==> src/rtl/rf_write_buffer.sv <==
// Write-side buffer for the register file: queues writeback results, drains one per
// cycle into the single write port, and forwards still-pending data to operand reads.
module rf_write_buffer #(
    parameter int DEPTH = 4,
    parameter int AW    = 5,
    parameter int DW    = 32
) (
    input  logic                     clk,
    input  logic                     rst,
    input  logic                     in_valid,
    output logic                     in_ready,
    input  logic [AW-1:0]            in_addr,
    input  logic [DW-1:0]            in_data,
    input  logic                     wb_stall,
    output logic                     rf_wr,
    output logic [AW-1:0]            rf_waddr,
    output logic [DW-1:0]            rf_din,
    input  logic [AW-1:0]            q_addr1,
    output logic                     q_hit1,
    output logic [DW-1:0]            q_data1,
    input  logic [AW-1:0]            q_addr2,
    output logic                     q_hit2,
    output logic [DW-1:0]            q_data2,
    output logic [$clog2(DEPTH):0]   count,
    output logic                     empty
);
    localparam int PW = $clog2(DEPTH);
    localparam int CW = PW + 1;
    localparam logic [CW-1:0] FULL_COUNT = CW'(DEPTH);

    logic [PW-1:0] head_q, head_d;
    logic [PW-1:0] tail_q, tail_d;
    logic [CW-1:0] count_q, count_d;
    logic [AW-1:0] addr_mem [DEPTH];
    logic [DW-1:0] data_mem [DEPTH];
    logic          push;
    logic          pop;

    // Readiness looks only at the registered count, so a full buffer never pops through.
    assign in_ready = count_q < FULL_COUNT;
    assign empty    = count_q == '0;
    assign count    = count_q;
    assign rf_wr    = !empty && !wb_stall;
    assign pop      = rf_wr;
    assign push     = in_valid && in_ready && (in_addr != '0);
    assign rf_waddr = empty ? '0 : addr_mem[head_q];
    assign rf_din   = empty ? '0 : data_mem[head_q];

    always_comb begin
        head_d  = head_q;
        tail_d  = tail_q;
        count_d = count_q;
        if (pop) begin
            head_d = head_q + PW'(1);
        end
        if (push) begin
            tail_d = tail_q + PW'(1);
        end
        case ({push, pop})
            2'b10:   count_d = count_q + CW'(1);
            2'b01:   count_d = count_q - CW'(1);
            default: count_d = count_q;
        endcase
    end

    always_ff @(posedge clk) begin
        if (rst) begin
            head_q  <= '0;
            tail_q  <= '0;
            count_q <= '0;
        end else begin
            head_q  <= head_d;
            tail_q  <= tail_d;
            count_q <= count_d;
        end
    end

    always_ff @(posedge clk) begin
        if (push && !rst) begin
            addr_mem[tail_q] <= in_addr;
            data_mem[tail_q] <= in_data;
        end
    end

    // One forwarding lookup per read port; walking oldest to youngest lets the youngest match win.
    logic [AW-1:0] look_addr [2];
    logic          look_hit  [2];
    logic [DW-1:0] look_data [2];

    assign look_addr[0] = q_addr1;
    assign look_addr[1] = q_addr2;

    generate
        for (genvar gi = 0; gi < 2; gi++) begin : g_look
            logic          hit_c;
            logic [DW-1:0] data_c;

            always_comb begin
                hit_c  = 1'b0;
                data_c = '0;
                for (int k = 0; k < DEPTH; k++) begin
                    logic [PW-1:0] idx;
                    idx = head_q + PW'(k);
                    if ((CW'(k) < count_q) && (addr_mem[idx] == look_addr[gi])
                        && (look_addr[gi] != '0)) begin
                        hit_c  = 1'b1;
                        data_c = data_mem[idx];
                    end
                end
            end

            assign look_hit[gi]  = hit_c;
            assign look_data[gi] = data_c;
        end
    endgenerate

    assign q_hit1  = look_hit[0];
    assign q_data1 = look_data[0];
    assign q_hit2  = look_hit[1];
    assign q_data2 = look_data[1];

    always_ff @(posedge clk) begin
        if (!rst) begin
            assert (count_q <= FULL_COUNT);
            assert (!(pop && (count_q == '0)));
            assert (!(push && !pop && (count_q == FULL_COUNT)));
        end
    end

endmodule
==> config.mk <==
export PLATFORM = sky130hd
export DESIGN_NAME = rf_write_buffer
export DESIGN_NICKNAME = d
export VERILOG_FILES = /design/src/rtl/rf_write_buffer.sv
export SDC_FILE = /design/constraint.sdc
export NUM_CORES = 1
export LEC_CHECK = 0
export CAP_MARGIN = 20
export CORE_MARGIN = 5
export CORE_UTILIZATION = 45
export DETAILED_ROUTE_END_ITERATION = 6
export PLACE_DENSITY = 0.79
export SYNTH_ARGS = -nofsm -noshare
export SYNTH_HDL_FRONTEND = slang
export SYNTH_SLANG_ARGS = --single-unit
==> constraint.sdc <==
create_clock -name clk -period 8.75 [get_ports clk]
set_input_delay 1.75 -clock clk [delete_from_list [all_inputs] [get_ports clk]]
set_output_delay 1.75 -clock clk [all_outputs]
set_load 0.03 [all_outputs]
==> metrics.yaml <==
fin_crit_ns: 7.290
die_area_um2: 28660
synth_nets: 1086
slowest_delay_ns: 0.80
worst_pin_slew_ns: 1.089
clk_pin_slew_worst_paths_ns: 0.06
numCtsBuffers: 17
yosysTopAreaCell: "edfxtp_1"
diodes: 0
grt_use_total_pct: 24.95
antenna_found_initial: 2
place_area_um2: 13160
dp_hpwl_um: 22500
ctsResizeCount: 0
worstSetupStartpointType: "input pin"
tns_ns: 0
gp_congestion: 0.8947
fmax_mhz: 137.2
hold_buffers: 0
area_growth_pct: 20.59
synth_top_flop_cell: "edfxtp_1"
end_kind: "output port"
synth.cells.most_frequent: "edfxtp_1, o21ai_0, mux4_2"
hold_viol_final: 0
rows: 58
yosys_warnings: 0
drcViolationCount: 0
synthesis.area_um2: 11420
finalClockSkew_ns: 0.005328
max_slew_margin_pct: 27.26
routed_wirelength_um: 36530
clockBufferDepth: 2
die_y_um: 169.3
drv_slew: 0
rsz0062_at_grt: "no"
status: "complete, no violations"
critical-path-top-delay-family: "buffers and inverters"
worstPathArrival_ns: 5.54
yosysMostFrequentCell: "edfxtp_1"
clk_latency_ns: 0.43
synth_seq_area_share_pct: 40.50
grt_max_degree: 68
syn_area_per_cell_um2: 11.13
ys_async_sr_fraction_pct: 0
wl_per_cell_um: 25.09
ir_drop_mv: 0.1761
path_cells: "clkdlybuf4s50_1 -> clkinv_1 -> xnor2_1 -> nor4_4 -> buf_4 -> and3_1 -> buf_4 -> o311a_1 -> o22ai_1 -> clkdlybuf4s50_1"
ios: 160
syn_inst: 1026
ys_ff_latch: 157
synth_top_area_share_pct: 38.92
finalSetupViolations: 0
cts.sinks: 157
overflow: 0
power.density_nw_per_um2: 265.8
critPathMaxFanout: 34
postRouteAntennaNets: 0
drv_cap: 0
vias_per_cell: 6.839
drt_first_iter_violations: 1408
first_pass_iters: 7
die_w_um: 169.3
synth.area.top_cells: "edfxtp_1, mux4_2, o21ai_0, mux2i_1, mux2_2"
min_period_over_period_pct: 83.31
initial_utilization_pct: 45.48
grt_pass1_vias: 9994
cts_setup_buffers: 0
synth_edf_count: 148
critPathSlowestCell: "and3_1"
cts_tree: "done"
core_um2: 25110
p_leak_nw: 4.446
drive_gt1_share_pct: 17.76
critical_path_required_ns: 7.00
fillers: 2098
dr_total_vias: 9957
io_buffer_count: 159
htreeDepth: 4
grt_pass1_wl_um: 56080
critPathKind: "in2out"
synth_cell_types: 47
timing.critical_path.buf_inv: 5
hold_class: "reg2reg"
fin_area_um2: 13770
r2r_slack_ns: 6.24
cts_root_buf: "clkbuf_16"
fin_nets: 1173
## power breakdown
| part | internal, W | switching, W | total, W |
|---|---|---|---|
| logic | 0.000802 | 0.00116 | 0.00197 |
| clock network | 0.000394 | 0.000314 | 0.000708 |
| registers | 0.000878 | 0.000108 | 0.000986 |
## registers in the layout, indices dropped and copies added, names as in the netlist, named ones only
name	flops
data_mem	128
head_q	2
addr_mem	20
tail_q	2
count	3
## per-stage QoR
step / util, % / power (W) / setup WS (ns) / std cells / hold WS [ns]
floorplan: - / 0.002291 / 2.942 / 1026 / 0.5175
global placement: 52.43 / 0.002914 / 1.435 / 1422 / 0.5478
detailed placement: 52.43 / 0.002943 / 1.425 / 1422 / 0.5646
CTS: 54.67 / 0.003652 / 1.427 / 1454 / 0.5689
global route: 54.84 / 0.003821 / 1.321 / 1456 / 0.6147
finish: 54.84 / 0.003660 / 1.460 / 1456 / 0.5670
## placed cells by master, fill, tap and decap left out, types with 3 or more instances in the layout
cell,Yosys,routed
o311a_1,31,31
clkinv_4,0,4
mux2_2,31,31
edfxtp_1,148,148
buf_4,0,22
nor2b_1,7,6
a211oi_1,34,34
nor2_1,45,44
inv_1,37,37
and3_1,32,32
nor3_1,65,64
clkinvlp_4,0,3
a31oi_1,32,32
mux4_2,83,83
nand4b_1,31,31
clkdlybuf4s50_1,0,159
mux2i_1,37,37
nand2_1,67,67
dfxtp_1,9,5
ha_1,9,9
o21ai_1,4,4
and2_1,8,3
clkbuf_16,0,17
inv_6,0,4
o22ai_2,8,8
o22ai_1,23,23
nand4_1,5,5
o21ai_0,92,92
xor2_1,12,12
xnor2_1,31,30
clkinv_2,0,3
and2_2,0,5
## kinds of logic after synthesis
| kind of cell | after synthesis | share of synthesized area [%] |
|---|---|---|
| AOI/OAI and AO/OA | 232 | 13.57 |
| xor gates and xnor gates | 43 | 3.298 |
| adders and majority gates | 9 | 0.9862 |
| buffers and inverters | 154 | 5.632 |
| DFF | 157 | 40.50 |
| muxes | 152 | 22.90 |
| and+or+nand+nor | 279 | 13.12 |
## layer usage
metal  track usage (%)  vias up  share of wire [%]
met2             40.42      803                 47
met3             5.684      164                 12
met4             12.39        4                4.1
met1             31.71     4771                 36
li1                  -     4215                  -
met5                 0        -              0.052
## worst min-delay path, cell delays in order (launching register included)
cell	delay (ns)
dfxtp_1	0.34
mux2i_1	0.13
nor2_1	0.05
## worst paths after layout
check / startpoint / to / cells past startpoint
worst max-delay path: q_addr2[0] / q_data2[11] / 10
worst min-delay path: tail_q[1] / tail_q[1] / 2
worst max register to register: count[0] / count[2] / 8
worst min register to register: tail_q[1] / tail_q[1] / 2
## layout make-up
class                   instances  area, µm²  share of cell area (%)
multi-input cells             715       6213                   45.12
flip-flops and latches        157       4634                   33.66
repair buffers                183       1799                   13.07
clock buffers                  17      425.4                   3.089
well taps                     330      412.9                   2.999
inverters                      39      146.4                   1.063
clock inverters                15      137.6                  0.9995
Note: power is estimated with default switching activity, not from simulation.
